`config.mk`:
```
export PLATFORM = sky130hd
export DESIGN_NAME = countdown_timer
export DESIGN_NICKNAME = d
export VERILOG_FILES = /design/src/rtl/countdown_timer.sv
export SDC_FILE = /design/constraint.sdc
export NUM_CORES = 1
export LEC_CHECK = 0
export BUFFER_PORTS_ARGS = -buffer_cell sky130_fd_sc_hd__buf_2
export CELL_PAD_IN_SITES_DETAIL_PLACEMENT = 0
export CELL_PAD_IN_SITES_GLOBAL_PLACEMENT = 1
export CORE_MARGIN = 3
export CORE_UTILIZATION = 35
export CTS_CLUSTER_DIAMETER = 40
export DETAILED_ROUTE_END_ITERATION = 10
export GPL_TIMING_DRIVEN = 0
export PLACE_DENSITY = 0.83
export SKIP_LAST_GASP = 1
export SLEW_MARGIN = 20
export SYNTH_ARGS = -nofsm -noshare
export SYNTH_HDL_FRONTEND = slang
export SYNTH_SLANG_ARGS = --single-unit
```
`constraint.sdc`:
```
create_clock -name clk_i -period 2.27 [get_ports clk_i]
set_clock_uncertainty 0.05 [all_clocks]
set_input_delay 0.1135 -clock clk_i [delete_from_list [all_inputs] [get_ports clk_i]]
set_output_delay 0.1135 -clock clk_i [all_outputs]
set_load 0.02 [all_outputs]
```
`src/rtl/countdown_timer.sv`:
```
// Loadable down-counter with a valid/ready start request and a held expiry
// event. The expiry event waits for its handshake and cannot be aborted.
module countdown_timer #(
    parameter int CounterWidth = 8
) (
    input  logic                    clk_i,
    input  logic                    rst_ni,
    input  logic                    start_valid_i,
    output logic                    start_ready_o,
    input  logic [CounterWidth-1:0] start_value_i,
    input  logic                    en_i,
    input  logic                    abort_i,
    output logic [CounterWidth-1:0] count_o,
    output logic                    busy_o,
    output logic                    expire_valid_o,
    input  logic                    expire_ready_i
);

    typedef enum logic [1:0] {
        ST_IDLE   = 2'd0,
        ST_RUN    = 2'd1,
        ST_EXPIRE = 2'd2
    } state_e;

    localparam logic [CounterWidth-1:0] CountZero = {CounterWidth{1'b0}};
    localparam logic [CounterWidth-1:0] CountOne  = CounterWidth'(1'b1);

    state_e                  state_r;
    state_e                  state_next_s;
    logic [CounterWidth-1:0] count_r;
    logic [CounterWidth-1:0] count_next_s;

    // State and count registers
    always_ff @(posedge clk_i or negedge rst_ni) begin
        if (!rst_ni) begin
            state_r <= ST_IDLE;
            count_r <= CountZero;
        end else begin
            state_r <= state_next_s;
            count_r <= count_next_s;
        end
    end

    // Next-state and next-count decode
    always_comb begin
        state_next_s = state_r;
        count_next_s = count_r;
        case (state_r)
            ST_IDLE: begin
                if (start_valid_i) begin
                    if (start_value_i == CountZero) begin
                        state_next_s = ST_EXPIRE;
                        count_next_s = CountZero;
                    end else begin
                        state_next_s = ST_RUN;
                        count_next_s = start_value_i;
                    end
                end else begin
                    state_next_s = ST_IDLE;
                end
            end
            ST_RUN: begin
                if (abort_i) begin
                    state_next_s = ST_IDLE;
                    count_next_s = CountZero;
                end else if (en_i) begin
                    // A zero count here is unreachable; treat it as expiry rather than wrap.
                    if (count_r <= CountOne) begin
                        state_next_s = ST_EXPIRE;
                        count_next_s = CountZero;
                    end else begin
                        count_next_s = count_r - CountOne;
                    end
                end else begin
                    state_next_s = ST_RUN;
                end
            end
            ST_EXPIRE: begin
                if (expire_ready_i) begin
                    state_next_s = ST_IDLE;
                end else begin
                    state_next_s = ST_EXPIRE;
                end
            end
            default: begin
                state_next_s = ST_IDLE;
                count_next_s = CountZero;
            end
        endcase
    end

    assign count_o        = count_r;
    assign start_ready_o  = (state_r == ST_IDLE);
    assign busy_o         = (state_r == ST_RUN);
    assign expire_valid_o = (state_r == ST_EXPIRE);

endmodule

```
# Word-level counts from Yosys, hierarchy flattened

Index checks and enable logic that the tools add are counted.

Output and inout port bits: 11
Latch bits: 0
Memory bits (writable): 0
Bits in registers: 10
Memory bits (read-only): 0
Input bits: 14
Memories kept: 0
Word-level logic and storage cells: 26

Muxes and demuxes: 13
Magnitude comparators: 1
Divide/modulo/power cells: 0
Shifts and indexed selects: 0
Reduce and logical (&&, ||, !) cells: 3
Equal/unequal tests: 5
Add/sub/neg operators: 1
Bitwise operators: 1
Multipliers: 0

Operator list:

| cell                                                                             | number |
|---|---|
| 8-bit 2-to-1 mux                                                                 | 5 |
| 8-bit one-hot mux with 3 select lines                                            | 1 |
| 2-bit 2-to-1 mux                                                                 | 6 |
| 8-bit by 1-bit less-or-equal comparator with 1-bit output, second input constant | 1 |
| 8-bit zero test                                                                  | 1 |
| 8-bit by 1-bit subtractor with 8-bit output, second input constant               | 1 |
| 2-bit one-hot mux with 3 select lines                                            | 1 |
| 4-bit by 3-bit != test with 1-bit output, second input constant                  | 1 |
| 3-bit != test, second input constant                                             | 1 |
| 3-bit AND reduction                                                              | 1 |
| 2-bit by 1-bit equality test with 1-bit output, second input constant            | 1 |
| 2-bit equality test, second input constant                                       | 1 |
| 2-bit zero test                                                                  | 1 |
| 2-bit != test, second input constant                                             | 1 |
| 1-bit NOT                                                                        | 1 |

# Longest topological paths before layout

Gate-level depths: netlist (run 1).

Depth in word-level cells: 5
Gate-level depth with buffers: 6
Mapped depth without buffers: 6

# Least setup slack after synthesis (run 1)

OpenSTA, ideal clock, no wires.

Path kind: register to register
Start point: register count_r[4], in the netlist count_o[4]
End point: register count_r[5], in the netlist count_o[5]
Path slack: 0.240 ns
Required time: 2.096 ns
Data arrival time: 1.856 ns
Clock period less this slack: 2.030 ns
Cell stages (with the launch flop): 5
Buffers on the path: 0
Library setup time: 0.124 ns
Cells stage by stage: dfrtp_1 > or4_4 > o41ai_4 > o22ai_1 > a211o_1

Cells in the longest elaborated chain, start to end: 5
Elaborated cells on any way between the ends: 6
Classes of those cells: add/sub: 1; order compare: 1; mux: 4

Ends and longest elaborated chain:

| what                                                                                                                            | RTL line | source |
|---|---|---|
| from (decl)                                                                                                                     | 30       | `logic [CounterWidth-1:0] count_r;` |
| from (signal assigned)                                                                                                          | 37       | `count_r <= CountZero;` |
| from (signal assigned)                                                                                                          | 40       | `count_r <= count_next_s;` |
| 8-bit by 1-bit subtractor with 8-bit output / 8-bit by 1-bit less-or-equal comparator with 1-bit output (equally long branches) | 72, 68   |  |
| 8-bit 2-to-1 mux (*)                                                                                                            | 68       | `if (count_r <= CountOne) begin` |
| 8-bit 2-to-1 mux (*)                                                                                                            | 66       | `end else if (en_i) begin` |
| 8-bit 2-to-1 mux (*)                                                                                                            | 63       | `if (abort_i) begin` |
| 8-bit one-hot mux with 3 select lines (*)                                                                                       | 48       | `case (state_r)` |

Every way passes the cells marked *; elsewhere a longest branch is shown, timed or not. The select of a mux whose other input is x is not followed.
A chain may end at the register's enable or synchronous reset.

# Worst setup path in the final report (run 1)

Ends and elaborated chain as after synthesis.

==> results of run 1 <==
==> area by class of cell <==
class	instances	share of cell area [%]
clock buffer	3	2.47
inverter	6	2.47
sequential	10	27.4
multi-input combinational	64	48.3
tap	25	3.43
timing repair buffer	25	14.3
buffer	4	1.65
==> worst max-delay path, stage by stage, from the launching register on <==
cell     delay (ps)
dfrtp_1         460
or4_4           610
o41ai_4         470
o22ai_1         160
a211o_1         280
==> report_power, final <==
part / switching (mW) / internal (mW) / leakage [nW] / total (mW)
Combinational: 0.415 / 0.271 / 0.290 / 0.686
Clock: 0.0655 / 0.0614 / 0.0138 / 0.127
Sequential: 0.115 / 0.253 / 0.128 / 0.368
==> cells by family after synthesis <==
group | count (synthesis) | share of synthesized area [%]
AO/OA/AOI/OAI | 26 | 28.7
adder cells (fa/ha/maj) | 2 | 3.46
buffers and inverters | 10 | 5.19
flip-flops | 10 | 34.6
AND/OR/NAND/NOR | 36 | 28.0
==> stage by stage <==
step / util [%] / setup TNS [ps] / cell area (um^2) / power (mW) / hold slack, ps
final: 49.6 / 0 / 912 / 1.18 / 35.4
after global routing: 49.6 / 0 / 912 / 1.28 / 50.0
after CTS: 49.6 / 0 / 912 / 1.19 / 33.2
after detailed placement: 47.6 / -100 / 875 / 1.05 / -57.8
after global placement: 47.6 / -266 / 875 / 1.05 / -53.9
after floorplan: - / 0 / 723 / 0.847 / -232
==> state kept, by name, indices dropped and copies added (netlist names) <==
name,cells
state_r,2
count_o,8
==> path summary, 6_finish.rpt <==
path / from / endpoint / slack [ps] / cells past startpoint
min in group asynchronous: rst_ni / count_o[6]$_DFFE_PN0P_ / 180 / 2
worst min-delay path: start_value_i[3] / count_o[3]$_DFFE_PN0P_ / 40 / 3
worst max-delay path: count_o[4]$_DFFE_PN0P_ / count_o[5]$_DFFE_PN0P_ / 130 / 4
worst min register to register: count_o[7]$_DFFE_PN0P_ / count_o[7]$_DFFE_PN0P_ / 520 / 2
worst max register to register: count_o[4]$_DFFE_PN0P_ / count_o[5]$_DFFE_PN0P_ / 130 / 4
max in group asynchronous: rst_ni / count_o[2]$_DFFE_PN0P_ / 1790 / 2
==> synth_stat cells <==
cell       n
dfrtp_1   10
nand2_1    8
nor2_1     8
inv_1      6
o21ai_0    6
clkbuf_1   4
nor4_1     4
a21oi_1    3
a22oi_1    2
and2_2     2
ha_1       2
nand3_1    2
o311ai_0   2
o31ai_1    2
or3b_2     2
a211o_1    1
a21o_1     1
a21o_2     1
a22o_1     1
nand2b_1   1
nand3b_1   1
nor2b_1    1
nor3_1     1
nor3b_1    1
nor4bb_1   1
o21bai_1   1
o22ai_1    1
o31a_2     1
o32a_1     1
o32a_2     1
o32ai_1    1
o41ai_4    1
or3_1      1
or3_2      1
or4_1      1
or4_4      1
==> per-layer routing <==
metal	GRT usage, %	part of all wire [%]	vias up
met5	0	0	-
met4	6.55	1.4	0
met3	2.62	4.7	6
met2	25.8	48	19
met1	21.4	46	356
li1	-	-	374
==> what timing repair did <==
item,in CTS,in global routing
hold endpoints to repair,10,0
buffers inserted,0,0
hold buffers,1,0
gates resized for setup,1,0
setup endpoints to repair,5,0
==> run metrics, run 1 <==
top cell type's share of synthesized area 34.6%; register area 250 um^2; Final ANT Viol Nets 0; Pwr Density 1300 nW/um^2; worst setup path class flop to flop; gr ovfl total 0; multi-input combinational cell area 440 um^2; endpoint class of the critical path flop; Crit path required time 2380 ps; synth warn 0; dpl hpwl 1510 um; largest area contributor in the netlist dfrtp_1; startpoint types flop; fillers 188; RSZ-0062 raised after global routing false; status completed; initial antenna violation count 0; most common cell after layout, fill and taps aside buf_2; FP Rows 15; I/O pin count 25; largest net degree at the start of global routing 11; root buf cell clkbuf_4; vias per inst 5.51; worst vdd ir 0.561 mV; Maximum Capacitance Violations 0; Synth cell types 36; IO Port Bufs 24; worst min-delay path class input pin to flop; layout cell share with drive strength beyond 1 33.9%; Mapped Avg Cell Area 8.61 um^2; Place WS -43.2 ps; Synth Instances 84; Clk Latency, worst-skew pair 270 ps; leakage power total 0.432 nW; # DRC 0; Die Y 51.5 um; Fin. Hold Viols 0; Initial DRC Count 11; Cell Count, Final, Fillers Out 137; via count 755; sequential element share of the synthesized area 34.6%; CP Max Fanout 9; Final #Nets 130; drt total wl 1920 um; Placed Cells incl. Taps 133; minimum clock period 2140 ps; worst slew pin tran 719 ps; gr usage total 16.1%; cell area after synthesis 723 um^2; routed len/inst 14.0 um; Rel. slew slack 51.4%; Final period util 94.2%; first-pass GRT wire length 3220 um; crit path DAT 2250 ps; commonest cells after routing, fill and taps aside 24 x buf_2, 10 x dfrtp_1, 8 x nor2_1, 8 x nand2_1; register bit total from synthesis 10; initial core utilization 39.3%; final worst slack 132 ps; synth top area cells dfrtp_1 35%, o21ai_0 4.2%, nand2_1 4.2%; GP Congestion 0.771; Num CTS Buffers 3; diode count 0; vias in the first global route 711; Die Wd 51.5 um; total clock sinks 10; Core ar. 1840 um^2; H-tree lvl count 1; count of pins over their slew limit 0; final setup fails 0; Worst-path clk slew 70 ps; clk buf depth 2; area of the die 2650 um^2; syn nets 100; area added between synthesis and finish 26.1%; router iterations before antenna repair 4; fmax 468 MHz; CTS tree built
Note: power is estimated with default switching activity, not from simulation.
==> inputs of run 2 (changes only) <==
- CORE_UTILIZATION: 35 -> 25
- PLACE_DENSITY: 0.83 -> 0.65
==> run 2 against run 1 <==
Via count down 0.53%. Clock power up 5%. Register-to-register slack worse by 20 ps. Fmax shrank 0.85%. Setup slack worse by 18 ps. Worst hold slack got worse by 8.3 ps. Final cell count rose by 3.6%. Sequential power up 1%. Highest routed layer unchanged.
==> run metrics, run 2 (synthesis results as in run 1) <==
Worst-path clk slew 70 ps (about the same); critical path, cell by cell or4_4 -> o41ai_4 -> o22ai_1 -> a211o_1 (unchanged); total clock sinks 10 (unchanged); Initial DRC Count 9 (was 11); hold depth 3 (unchanged); max FFs per register 8 (unchanged); Buf+Inv Stages, Crit Path 0 (unchanged); gr usage total 12.6% (was 16.1%); Placed Cells incl. Taps 138 (was 133); Fin Setup TNS 0 ps (unchanged); Sw Share 51.0% (was 50.5%); Fin. Hold Viols 0 (unchanged); largest net degree at the start of global routing 11 (unchanged); Rel. slew slack 53.1% (was 51.4%); final worst slack 113 ps (was 132 ps); Tot Pwr 1.20 mW (was 1.18 mW); Reg2Reg Setup Slack 110 ps (was 130 ps); count of pins over their slew limit 0 (unchanged); most common cell after layout, fill and taps aside buf_2 (unchanged); CTS tree built (unchanged); first-pass GRT wire length 3390 um (was 3220 um); # DRC 0 (unchanged); fmax 464 MHz (was 468 MHz); fillers 293 (was 188); multi-input combinational cell area 447 um^2 (was 440 um^2); CP max stage cell or4_4 (unchanged); Clk pwr share 11.1% (was 10.7%); initial core utilization 27.7% (was 39.3%); IO Port Bufs 24 (unchanged); final setup fails 0 (unchanged); vias per inst 5.29 (was 5.51); worst slew pin tran 694 ps (was 719 ps); H-tree lvl count 1 (unchanged); status completed (unchanged); Largest delay share family, worst path compound AO/OA/AOI/OAI gates (unchanged); layout cell share with drive strength beyond 1 33.9% (unchanged); Crit path required time 2380 ps (about the same); CP Max Fanout 9 (unchanged); Seq pwr share 31.0% (was 31.2%); sw power 0.613 mW (was 0.596 mW); startpoint types flop (unchanged); via count 751 (was 755); clk buf depth 2 (unchanged); leakage power total 0.433 nW (was 0.432 nW); Place WS -95.1 ps (was -43.2 ps); router iterations before antenna repair 4 (unchanged); Placed Instance Area 881 um^2 (was 875 um^2); area added between synthesis and finish 27.9% (was 26.1%); CP max stage delay 610 ps (about the same); initial antenna violation count 0 (unchanged); Post-Route Utilization 35.4% (was 49.6%); Final ANT Viol Nets 0 (unchanged); Final #Nets 130 (unchanged); diode count 0 (unchanged); Core ar. 2610 um^2 (was 1840 um^2); min-delay src start_value_i[6] (was start_value_i[3]); minimum clock period 2160 ps (was 2140 ps); Die Wd 59.8 um (was 51.5 um); worst setup path class flop to flop (unchanged); vias in the first global route 744 (was 711); RSZ-0062 raised after global routing false (unchanged); reg2reg end count_o[5]$_DFFE_PN0P_ (unchanged); FP Rows 18 (was 15); Maximum Capacitance Violations 0 (unchanged); worst-case reg-to-reg path depth 4 (unchanged); worst hold slack 27.1 ps (was 35.4 ps); Final period util 95.0% (was 94.2%); crit path DAT 2260 ps (was 2250 ps); worst vdd ir 0.460 mV (was 0.561 mV); WHS Endpoint count_o[6]$_DFFE_PN0P_ (was count_o[3]$_DFFE_PN0P_); Pwr Density 1300 nW/um^2 (about the same); routed len/inst 14.6 um (was 14.0 um); Cell Count, Final, Fillers Out 142 (was 137); register area 250 um^2 (unchanged); endpoint class of the critical path flop (unchanged); Die Y 59.8 um (was 51.5 um); Int Pwr 0.589 mW (was 0.585 mW); drt total wl 2070 um (was 1920 um); Num CTS Buffers 3 (unchanged); GP Congestion 0.782 (was 0.771); commonest cells after routing, fill and taps aside 24 x buf_2, 10 x dfrtp_1, 8 x nor2_1, 8 x nand2_1 (unchanged); gr ovfl total 0 (unchanged); root buf cell clkbuf_4 (unchanged); combinational power share 57.9% (was 58.1%); I/O pin count 25 (unchanged); worst min-delay path class input pin to flop (unchanged); Final Cell Area 925 um^2 (was 912 um^2); Setup Fix Bufs, Post-CTS 0 (unchanged); area of the die 3570 um^2 (was 2650 um^2); Clk Latency, worst-skew pair 280 ps (was 270 ps); RR Startpoint count_o[4]$_DFFE_PN0P_ (unchanged); dpl hpwl 1590 um (was 1510 um)
## run 2: cell counts in the layout (fill, tap and decap cells not counted)
No cell type changed its count.
## run 2: area by class of cell
type	count	area share [%]
repair buffers	25	14.1
clock buffers	3	2.44
flip-flops and latches	10	27.1
inverters	6	2.44
multi-input cells	64	48.3
plain buffers	4	1.62
well taps	30	4.06
## run 2: power groups by stage
stage	logic [mW]	clock network [mW]	registers (mW)
3_5_place_dp	0.692	0	0.373
6_report	0.696	0.133	0.372
4_1_cts	0.701	0.131	0.370
5_1_grt	0.776	0.141	0.389
2_1_floorplan	0.421	0	0.426
3_3_place_gp	0.693	0	0.371
## run 2: worst max-delay path by stage
stage                      startpoint                     end  slack [ps]  cells after the start
5_1_grt        state_r[0]$_DFFE_PN0P_  count_o[5]$_DFFE_PN0P_          30                      5
6_report       count_o[4]$_DFFE_PN0P_  count_o[5]$_DFFE_PN0P_         110                      4
3_5_place_dp   state_r[0]$_DFFE_PN0P_  count_o[5]$_DFFE_PN0P_        -100                      5
3_3_place_gp   state_r[0]$_DFFE_PN0P_  count_o[5]$_DFFE_PN0P_        -160                      5
2_1_floorplan  count_o[4]$_DFFE_PN0P_  count_o[5]$_DFFE_PN0P_         240                      4
4_1_cts        count_o[4]$_DFFE_PN0P_  count_o[5]$_DFFE_PN0P_          90                      4
## run 2: per-layer routing
metal,share of wire [%],track usage [%]
met5,0,0
met4,0.39,4.11
met3,5.7,3.46
met2,48,19.9
met1,46,16.5
## run 2: tightest hold or removal path, cell delays in order
cell and delay [ps]:
buf_2 90, nand2_1 40, o311ai_0 70
## run 2: timing repair
action | 4_1_cts | 5_1_grt
endpoints found under the setup margin | 6 | 1
hold buffers | 1 | 0
endpoints found under the hold margin | 10 | 0
resized for setup | 1 | 1
==> inputs of run 3 (changes only) <==
- CORE_UTILIZATION: 25 -> 35
- CTS_BUF_LIST: default -> sky130_fd_sc_hd__clkbuf_16
- PLACE_DENSITY: 0.65 -> 0.83
==> run 3 against run 2 <==
Combinational power is essentially flat. Flip-flop and latch count did not move. Critical path depth unchanged. Clock power rose by 130%. Wire length is 3.9% lower. Count of clock-buffer cells in the layout stayed put. Via count grew 0.93%. Final area grew 4.3%. Utilization grew 17 points. Register-to-register slack improved by 20 ps. Critical path type unchanged.
==> run metrics, run 3 (synthesis results as in run 1) <==
minimum clock period 2140 ps (was 2160 ps); worst vdd ir 0.620 mV (was 0.460 mV); count of pins over their slew limit 0 (unchanged); leakage power total 0.455 nW (was 0.433 nW); area added between synthesis and finish 33.4% (was 27.9%); gr usage total 16.8% (was 12.6%); Place WS -43.2 ps (was -95.1 ps); Die Y 51.5 um (was 59.8 um); first-pass GRT wire length 3280 um (was 3390 um); Crit path required time 2340 ps (was 2380 ps); Final #Nets 130 (unchanged); IO Port Bufs 24 (unchanged); via count 758 (was 751); worst min-delay path class input pin to flop (unchanged); Maximum Capacitance Violations 0 (unchanged); worst slew pin tran 714 ps (was 694 ps); routed len/inst 14.5 um (was 14.6 um); worst setup path class flop to flop (unchanged); Num CTS Buffers 3 (unchanged); uppermost layer routed met4 (unchanged); gr ovfl total 0 (unchanged); critical path, cell by cell or4_4 -> o41ai_4 -> o22ai_1 -> a211o_1 (unchanged); commonest cells after routing, fill and taps aside 24 x buf_2, 10 x dfrtp_1, 8 x nor2_1, 8 x nand2_1 (unchanged); H-tree lvl count 1 (unchanged); Initial DRC Count 13 (was 9); initial core utilization 39.3% (was 27.7%); max FFs per register 8 (unchanged); final worst slack 129 ps (was 113 ps); Final period util 94.3% (was 95.0%); vias per inst 5.53 (was 5.29); final setup fails 0 (unchanged); diode count 0 (unchanged); Cell Count, Final, Fillers Out 137 (was 142); CTS tree built (unchanged); Fin. Hold Viols 0 (unchanged); Worst-path clk slew 40 ps (was 70 ps); startpoint types flop (unchanged); status completed (unchanged); Pwr Density 1420 nW/um^2 (was 1300 nW/um^2); area of the die 2650 um^2 (was 3570 um^2); most common cell after layout, fill and taps aside buf_2 (unchanged); # DRC 0 (unchanged); root buf cell clkbuf_16 (was clkbuf_4); drt total wl 1990 um (was 2070 um); endpoint class of the critical path flop (unchanged); dpl hpwl 1510 um (was 1590 um); CP Max Fanout 9 (unchanged); CP max stage delay 610 ps (about the same); initial antenna violation count 0 (unchanged); total clock sinks 10 (unchanged); layout cell share with drive strength beyond 1 33.9% (unchanged); Clk Latency, worst-skew pair 240 ps (was 280 ps); clk buf depth 2 (unchanged); Die Wd 51.5 um (was 59.8 um); crit path DAT 2210 ps (was 2260 ps); FP Rows 15 (was 18); vias in the first global route 711 (was 744); M1 wire length 883 um (was 955 um); WL met2 970 um (was 984 um); largest net degree at the start of global routing 11 (unchanged); RSZ-0062 raised after global routing false (unchanged); met3 WL 92 um (was 118 um); fmax 467 MHz (was 464 MHz); CP max stage cell or4_4 (unchanged); Rel. slew slack 51.8% (was 53.1%); worst-case reg-to-reg path depth 4 (unchanged); Placed Cells incl. Taps 133 (was 138); Core ar. 1840 um^2 (was 2610 um^2); I/O pin count 25 (unchanged); Final ANT Viol Nets 0 (unchanged); hold depth 3 (unchanged); GP Congestion 0.771 (was 0.782); router iterations before antenna repair 4 (unchanged)
==> run 3: cell counts in the layout (fill, tap and decap cells not counted) <==
Identical to the previous run, type by type.
==> run 3: path summary, 6_finish.rpt <==
path,from,to,slack (ps)
worst min-delay path,start_value_i[3],count_o[3]$_DFFE_PN0P_,70
max in group asynchronous,rst_ni,count_o[2]$_DFFE_PN0P_,1750
worst max register to register,count_o[4]$_DFFE_PN0P_,count_o[5]$_DFFE_PN0P_,130
min in group asynchronous,rst_ni,count_o[6]$_DFFE_PN0P_,220
worst max-delay path,count_o[4]$_DFFE_PN0P_,count_o[5]$_DFFE_PN0P_,130
worst min register to register,count_o[7]$_DFFE_PN0P_,count_o[7]$_DFFE_PN0P_,520
==> run 3: cell type report <==
type                            instances  area (um^2)
Sequential cell                        10          250
Buffer                                  4         15.0
Tap cell                               25         31.3
Clock buffer                            3         75.1
Multi-Input combinational cell         64          440
Fill cell                             185          875
Timing Repair Buffer                   25          130
Inverter                                6         22.5
==> run 3: metrics by stage <==
stage	total power, mW	cell area, um^2	TNS, ps	util, %	hold WS [ps]
3_5_place_dp	1.05	875	-100	47.6	-57.8
2_1_floorplan	0.847	723	0	-	-232
6_report	1.37	965	0	52.4	71.1
5_1_grt	1.47	965	0	52.4	89.9
3_3_place_gp	1.05	875	-266	47.6	-53.9
4_1_cts	1.38	965	0	52.4	70.1
==> run 3: repair_timing <==
item | 4_1_cts | 5_1_grt
hold buffers | 1 | 0
endpoints found under the hold margin | 10 | 0
setup buffers | 0 | 0
gates resized for setup | 1 | 0
endpoints found under the setup margin | 5 | 0
==> run 3: worst max-delay path: cells and delay by family, from the launching register on <==
family | cells | cell delay (ps)
AO/OA/AOI/OAI | 3 | 910
flip-flops | 1 | 450
AND/OR/NAND/NOR | 1 | 610
==> run 3: metal layers <==
layer,global-route usage [%],vias up
li1,-,370
met1,22.1,362
met2,26.7,21
met3,2.62,5
met4,7.86,0
met5,0,-
==> run 3: report_power, final <==
part	switching [mW]	leakage, nW	total [mW]	internal (mW)
combinational	0.422	0.290	0.693	0.271
clock	0.0810	0.0370	0.309	0.228
sequential	0.114	0.128	0.368	0.254
total	0.617	0.455	1.37	0.754
